### src/rtl/pwm_capture.sv
// pwm_capture: measures high time and rise-to-rise period of an asynchronous pulse train
// in clk0 cycles, with a loss-of-signal timeout. Optional glitch filter: GLITCH_FILTER_EN.
module pwm_capture #(
    parameter int unsigned CW       = 20,
    parameter int unsigned TIMEOUT  = 1048575,
    parameter int unsigned FILT_LEN = 4
) (
    input  logic          clk0,
    input  logic          rst_n,
    input  logic          pwm_in,
    output logic [CW-1:0] high_cnt,
    output logic [CW-1:0] period_cnt,
    output logic          meas_valid,
    output logic          timeout,
    output logic          no_signal
);

    localparam logic [CW-1:0] TMO = CW'(TIMEOUT);

    typedef enum logic [1:0] {
        IDLE = 2'd0,
        HIGH = 2'd1,
        LOW  = 2'd2
    } state_e;

    state_e        state_q;
    logic          sync1_q;
    logic          sync2_q;
    logic          prev_f_q;
    logic          f_c;
    logic          rise_c;
    logic          fall_c;
    logic [CW-1:0] cnt_q;
    logic [CW-1:0] cnt_inc_c;
    logic [CW-1:0] hold_q;
    logic [CW-1:0] high_q;
    logic [CW-1:0] period_q;
    logic          valid_q;
    logic          timeout_q;
    logic          no_sig_q;

    // Two-flop synchronizer plus the one-cycle delayed copy used for edge detection
    always_ff @(posedge clk0 or negedge rst_n) begin
        if (!rst_n) begin
            sync1_q  <= 1'b0;
            sync2_q  <= 1'b0;
            prev_f_q <= 1'b0;
        end else begin
            sync1_q  <= pwm_in;
            sync2_q  <= sync1_q;
            prev_f_q <= f_c;
        end
    end

`ifdef GLITCH_FILTER_EN
    localparam int unsigned FW = (FILT_LEN > 1) ? $clog2(FILT_LEN) : 1;

    logic [FW-1:0] fcnt_q;
    logic [FW-1:0] fcnt_d;
    logic          filt_q;
    logic          filt_d;

    // Follow s only after it has disagreed with f for FILT_LEN consecutive cycles
    always_comb begin
        filt_d = filt_q;
        fcnt_d = '0;
        if (sync2_q != filt_q) begin
            if (fcnt_q == FW'(FILT_LEN - 1)) begin
                filt_d = sync2_q;
            end else begin
                fcnt_d = fcnt_q + FW'(1);
            end
        end
    end

    always_ff @(posedge clk0 or negedge rst_n) begin
        if (!rst_n) begin
            filt_q <= 1'b0;
            fcnt_q <= '0;
        end else begin
            filt_q <= filt_d;
            fcnt_q <= fcnt_d;
        end
    end

    assign f_c = filt_q;
`else
    assign f_c = sync2_q;

    // FILT_LEN only shapes the optional filter
    if (FILT_LEN == 0) begin : g_filt_len_unused
    end
`endif

    assign rise_c    = f_c & ~prev_f_q;
    assign fall_c    = ~f_c & prev_f_q;
    assign cnt_inc_c = (cnt_q == TMO) ? cnt_q : cnt_q + CW'(1);

    // Measurement FSM; cnt restarts at 1 on every rise so it reads H at fall and P at rise
    always_ff @(posedge clk0 or negedge rst_n) begin
        if (!rst_n) begin
            state_q   <= IDLE;
            cnt_q     <= '0;
            hold_q    <= '0;
            high_q    <= '0;
            period_q  <= '0;
            valid_q   <= 1'b0;
            timeout_q <= 1'b0;
            no_sig_q  <= 1'b0;
        end else begin
            valid_q   <= 1'b0;
            timeout_q <= 1'b0;
            unique case (state_q)
                IDLE: begin
                    if (rise_c) begin
                        state_q <= HIGH;
                        cnt_q   <= CW'(1);
                    end
                end
                HIGH: begin
                    if (fall_c) begin
                        state_q <= LOW;
                        hold_q  <= cnt_q;
                        cnt_q   <= cnt_inc_c;
                    end else if (cnt_q == TMO) begin
                        state_q   <= IDLE;
                        cnt_q     <= '0;
                        timeout_q <= 1'b1;
                        no_sig_q  <= 1'b1;
                    end else begin
                        cnt_q <= cnt_inc_c;
                    end
                end
                LOW: begin
                    if (rise_c) begin
                        state_q  <= HIGH;
                        cnt_q    <= CW'(1);
                        period_q <= cnt_q;
                        high_q   <= hold_q;
                        valid_q  <= 1'b1;
                        no_sig_q <= 1'b0;
                    end else if (cnt_q == TMO) begin
                        state_q   <= IDLE;
                        cnt_q     <= '0;
                        timeout_q <= 1'b1;
                        no_sig_q  <= 1'b1;
                    end else begin
                        cnt_q <= cnt_inc_c;
                    end
                end
                default: begin
                    state_q <= IDLE;
                    cnt_q   <= '0;
                end
            endcase
        end
    end

    assign high_cnt   = high_q;
    assign period_cnt = period_q;
    assign meas_valid = valid_q;
    assign timeout    = timeout_q;
    assign no_signal  = no_sig_q;

endmodule

### config.mk
export PLATFORM = sky130hd
export DESIGN_NAME = pwm_capture
export DESIGN_NICKNAME = d
export VERILOG_FILES = /design/src/rtl/pwm_capture.sv
export SDC_FILE = /design/constraint.sdc
export NUM_CORES = 1
export LEC_CHECK = 0
export BUFFER_PORTS_ARGS = -buffer_cell sky130_fd_sc_hd__buf_2
export CORE_MARGIN = 2
export CORE_UTILIZATION = 42
export DETAILED_ROUTE_END_ITERATION = 6
export MAX_ROUTING_LAYER = met4
export PLACE_DENSITY = 0.68
export SLEW_MARGIN = 20
export SYNTH_ARGS = -nofsm -noshare
export SYNTH_HDL_FRONTEND = slang
export SYNTH_SLANG_ARGS = --single-unit
### constraint.sdc
create_clock -name clk0 -period 2.75 [get_ports clk0]
set_clock_uncertainty 0.05 [all_clocks]
set_input_delay 0.275 -clock clk0 [delete_from_list [all_inputs] [get_ports clk0]]
set_output_delay 0.275 -clock clk0 [all_outputs]
set_load 0.02 [all_outputs]
Word-level counts from Yosys, hierarchy flattened
Cells that the tools add are included.
{"block": "op_classes", "n_addsub": 1, "mul": 0, "div_mod_pow": 0, "n_lt_le_gt_ge": 0, "eq_ne": 5, "shift": 0, "n_mux": 21, "bitwise_logic": 4, "reduce_logical": 5}
{"operator": "20-bit two-way mux", "count": 5}
{"operator": "20-bit case mux with 3 select lines", "count": 1}
{"operator": "20-bit by 1-bit adder with 20-bit output (second input constant)", "count": 1}
{"operator": "20-bit == test (second input constant)", "count": 1}
{"operator": "1-bit two-way mux", "count": 8}
{"operator": "2-bit two-way mux", "count": 4}
{"operator": "2-bit case mux with 3 select lines", "count": 1}
{"operator": "2-bit AND reduction", "count": 3}
{"operator": "2-bit != test (second input constant)", "count": 2}
{"operator": "1-bit case mux with 2 select lines", "count": 2}
{"operator": "1-bit AND", "count": 2}
{"operator": "2-bit by 1-bit == test with 1-bit output (second input constant)", "count": 1}
{"operator": "2-bit == test (second input constant)", "count": 1}
{"operator": "2-bit logical NOT", "count": 1}
{"operator": "1-bit NOT", "count": 2}
{"operator": "2-bit nonzero test", "count": 1}
{"block": "word_totals", "reg_bits": 88, "latch_bits": 0, "mem_bits_rw": 0, "rom_bits": 0, "inputBits": 3, "out_inout_bits": 43, "word_cells": 47, "memories": 0}

Longest topological paths before layout
{"block": "logic_depth", "depth_word": 5, "depth_mapped": 12, "depth_no_buf": 10}

Least setup slack after synthesis
Ideal clock, no wire load.
{"block": "synth_timing", "path_type": "register to register", "start": "register cnt_q[1]", "end": "register cnt_q[0]", "setup_time_ps": 128, "arrival_time_ps": 2020, "required_ps": 2572, "path_slack_ps": 553, "stages_incl_launch_ff": 12, "path_buffers": 2, "synth_period_minus_slack_ps": 2197, "path_cell_list": "dfrtp_1 -> ha_1 -> nand3_1 -> or3_1 -> buf_2 -> nor2_4 -> inv_2 -> buf_6 -> ha_1 -> o221ai_1 -> nand2_1 -> o21ai_0"}
{"block": "synth_via", "elab_chain_len": 5, "word_cells_on_any_way": 6, "cone_classes": "eq/ne: 1; mux: 5"}
{"element": "from (decl)", "line_no": "33", "text": "logic [CW-1:0] cnt_q;"}
{"element": "from (signal assigned)", "line_no": "124", "text": "cnt_q <= cnt_inc_c;"}
{"element": "from (signal assigned)", "line_no": "131", "text": "cnt_q <= cnt_inc_c;"}
{"element": "from (signal assigned)", "line_no": "148", "text": "cnt_q <= cnt_inc_c;"}
{"element": "20-bit == test (*)", "line_no": "97, 125, 142"}
{"element": "20-bit two-way mux", "line_no": "97", "text": "assign cnt_inc_c = (cnt_q == TMO) ? cnt_q : cnt_q + CW'(1);"}
{"element": "20-bit two-way mux", "line_no": "125, 142"}
{"element": "20-bit two-way mux, on equally long branches", "line_no": "135, 121"}
{"element": "20-bit case mux with 3 select lines (*)", "line_no": "113", "text": "unique case (state_q)"}
Every way passes the cells marked *; elsewhere a longest branch is shown, timed or not.
A chain may end at the register's enable or synchronous reset.

Final worst setup path
Same ends and word-level chain as after synthesis.

==> impl_metrics.tcl <==
set metrics [dict create \
    drt-initial-drc-count 214 \
    maxSlewViolCount 0 \
    synthArstFlopShare_pct 100 \
    grt_pass1_vias 3079 \
    tightest_slew_ps 678 \
    antenna_found_initial 0 \
    grt_pass1_wl_mm 16.0 \
    clock-root-buffer "clkbuf_8" \
    hp-class "register to register" \
    clockBufferDepth 2 \
    vias 3126 \
    grt.overflow.total 0 \
    drt_wl_total_mm 9.25 \
    nNetsFinal 466 \
    timing.fmax_ghz 0.413 \
    io_buffers 45 \
    clkTransAtPathRegs_ps 90 \
    post-route-drc-count 0 \
    power_density_mw_per_mm2 722 \
    first_pass_iters 4 \
    setup-tns-final_ps 0 \
    ys_seq_area_share_pct 55.9 \
    finalHoldViolations 0 \
    p_sw_w 0.00108 \
    die_x_um 101 \
    status "finished clean" \
    finalWorstSetupSlack_ps 330 \
    syn2layout_area_growth_pct 14.9 \
    layout_commonest_cell "nand2_1" \
    p_total_w 0.00327 \
    ant_nets 0 \
    critical_path_class "register to register" \
    synth_seq_cells 88 \
    synthesis.nets 424 \
    synth_cell_types 46 \
    grt_max_degree 89 \
    die_h_um 101 \
    dp_hpwl_mm 6.28 \
    maxCapViolCount 0 \
    final_cell_mix "128 x nand2_1, 88 x dfrtp_1, 44 x buf_2" \
    post-route-period-util_pct 88.0 \
    p_comb_share_pct 24.7 \
    insertion_delay_ps 360 \
    ys.flop_type "dfrtp_1" \
    clkPwrFrac_pct 31.3 \
    cts_buffers 9 \
    ir_worst_vdd_mv 0.332 \
    avgViaCountPerCell 5.46 \
    diodes 0 \
    whs_ps 308 \
    power.share.sequential_pct 43.9 \
    numPlacedInstances 555 \
    worstPathArrival_ps 2610 \
    place_congestion 0.899 \
    finalSetupViolations 0 \
    grt_usage_pct 20.7 \
    layout-drive-gt1-share_pct 20.6 \
    dieArea_mm2 0.0102 \
    initial_utilization_pct 43.1 \
    ctsResizeCount 0 \
    grt_setup_unrepaired "no" \
    core_mm2 0.00915 \
    startpoint_type "register" \
    worst_ep_required_time_ps 2940 \
    dp_slack_ps 352 \
    io_pins 46 \
    wl_per_cell_um 16.1 \
    p_int_w 0.00219 \
    syn_inst 415 \
    syn_avg_cell_area_um2 9.50 \
    crit_fanout 11 \
    synth_edf_count 0 \
    maxSlewHeadroom_pct 54.5 \
    yosys_warnings 0 \
    min_period_ps 2420 \
    cts_tree "done" \
    syn_area_mm2 0.00394 \
    leakage_nw 2.30 \
    num_rows 35 \
    stdcell_count 573 \
    cts.sinks 88 \
    swShare_pct 33.0 \
    crit_path_end_kind "register" \
    h-tree-depth 3 \
]
-- final cells by class --
type                       count  area, µm²
timing repair buffer          57        335
fill                         874       4620
clock buffer                  10        138
tap                          111        139
clock inverter                 6       95.1
multi-input combinational    289       1570
inverter                      12       45.0
sequential                    88       2200
-- synthesized netlist by cell type (2+ instances only) --
master,number,area (µm²)
o22ai_1,3,18.8
nor2_1,12,45.0
mux2_2,13,146
a21oi_1,13,65.1
nand2_1,128,480
nor4_1,4,25.0
nor3_1,7,35.0
nand2b_1,3,18.8
o21ai_0,24,120
a32o_1,2,20.0
o211ai_1,3,22.5
or3_1,5,31.3
buf_1,2,7.51
nand4_2,2,25.0
ha_1,6,75.1
nand3_1,15,75.1
nand4_1,9,56.3
a31oi_1,14,87.6
buf_2,7,35.0
buf_6,2,22.5
nand3b_1,4,30.0
dfrtp_1,88,2200
and3_1,2,12.5
inv_1,10,37.5
clkbuf_1,15,56.3
a21o_1,2,15.0
-- sequential cells by signal, indices dropped and copies added (netlist names) --
signal	cells
no_signal	1
sync1_q	1
cnt_q	20
state_q	2
f_c	1
prev_f_q	1
meas_valid	1
high_cnt	20
timeout	1
period_cnt	20
hold_q	20
-- cell families (layout without fill, tap and decap cells) --
family / count (synthesis) / after routing / synth area share [%]
simple gates: 200 / 200 / 23.3
mux: 14 / 14 / 3.97
buf+inv: 38 / 85 / 4.22
fa+ha+maj: 6 / 6 / 1.90
flops: 88 / 88 / 55.9
compound gates: 69 / 69 / 10.8
-- critical path: stages, from the launching register on --
cell and delay [ps]:
dfrtp_1 440, ha_1 250, nand3_1 170, or3_1 520, nor2_4 200, inv_2 140
ha_1 300, o221ai_1 90, nand2_1 90, o21ai_0 70
-- power groups by stage --
stage / registers [W] / logic [W] / clock network [W]
after detailed placement: 0.00146 / 0.000800 / 0
after global placement: 0.00146 / 0.000794 / 0
final: 0.00144 / 0.000809 / 0.00102
after CTS: 0.00144 / 0.000807 / 0.00105
after floorplan: 0.00147 / 0.000542 / 0
after global routing: 0.00145 / 0.000906 / 0.00111
-- worst paths after layout --
kind / start / to / slack (ps) / cells past startpoint
min: sync1_q / f_c / 310 / 0
max reg2reg: cnt_q[1] / cnt_q[0] / 330 / 9
min in group asynchronous: rst_n / cnt_q[14] / 420 / 3
max in group asynchronous: rst_n / cnt_q[13] / 1820 / 3
min reg2reg: sync1_q / f_c / 310 / 0
max: cnt_q[1] / cnt_q[0] / 330 / 9
-- per-layer routing --
metal  part of all wire, %  vias up  global-route usage (%)
met5                     0        -                       -
met4                   1.6        0                    6.74
met3                   4.6       17                    4.51
met2                    48       82                    32.4
met1                    45     1517                    26.9
li1                      -     1510                       -
-- what timing repair did --
| item | in CTS | in global routing |
|---|---|---|
| setup buffers | 0 | 0 |
| hold buffers | 2 | 0 |
| endpoints found under the hold margin | 89 | 0 |
-- metrics by stage --
stage	util, %	area, µm²
finish	49.5	4530
global route	49.5	4530
CTS	49.5	4530
detailed placement	46.7	4280
global placement	46.7	4280
floorplan	-	3940
(Power assumes the default switching activity.)
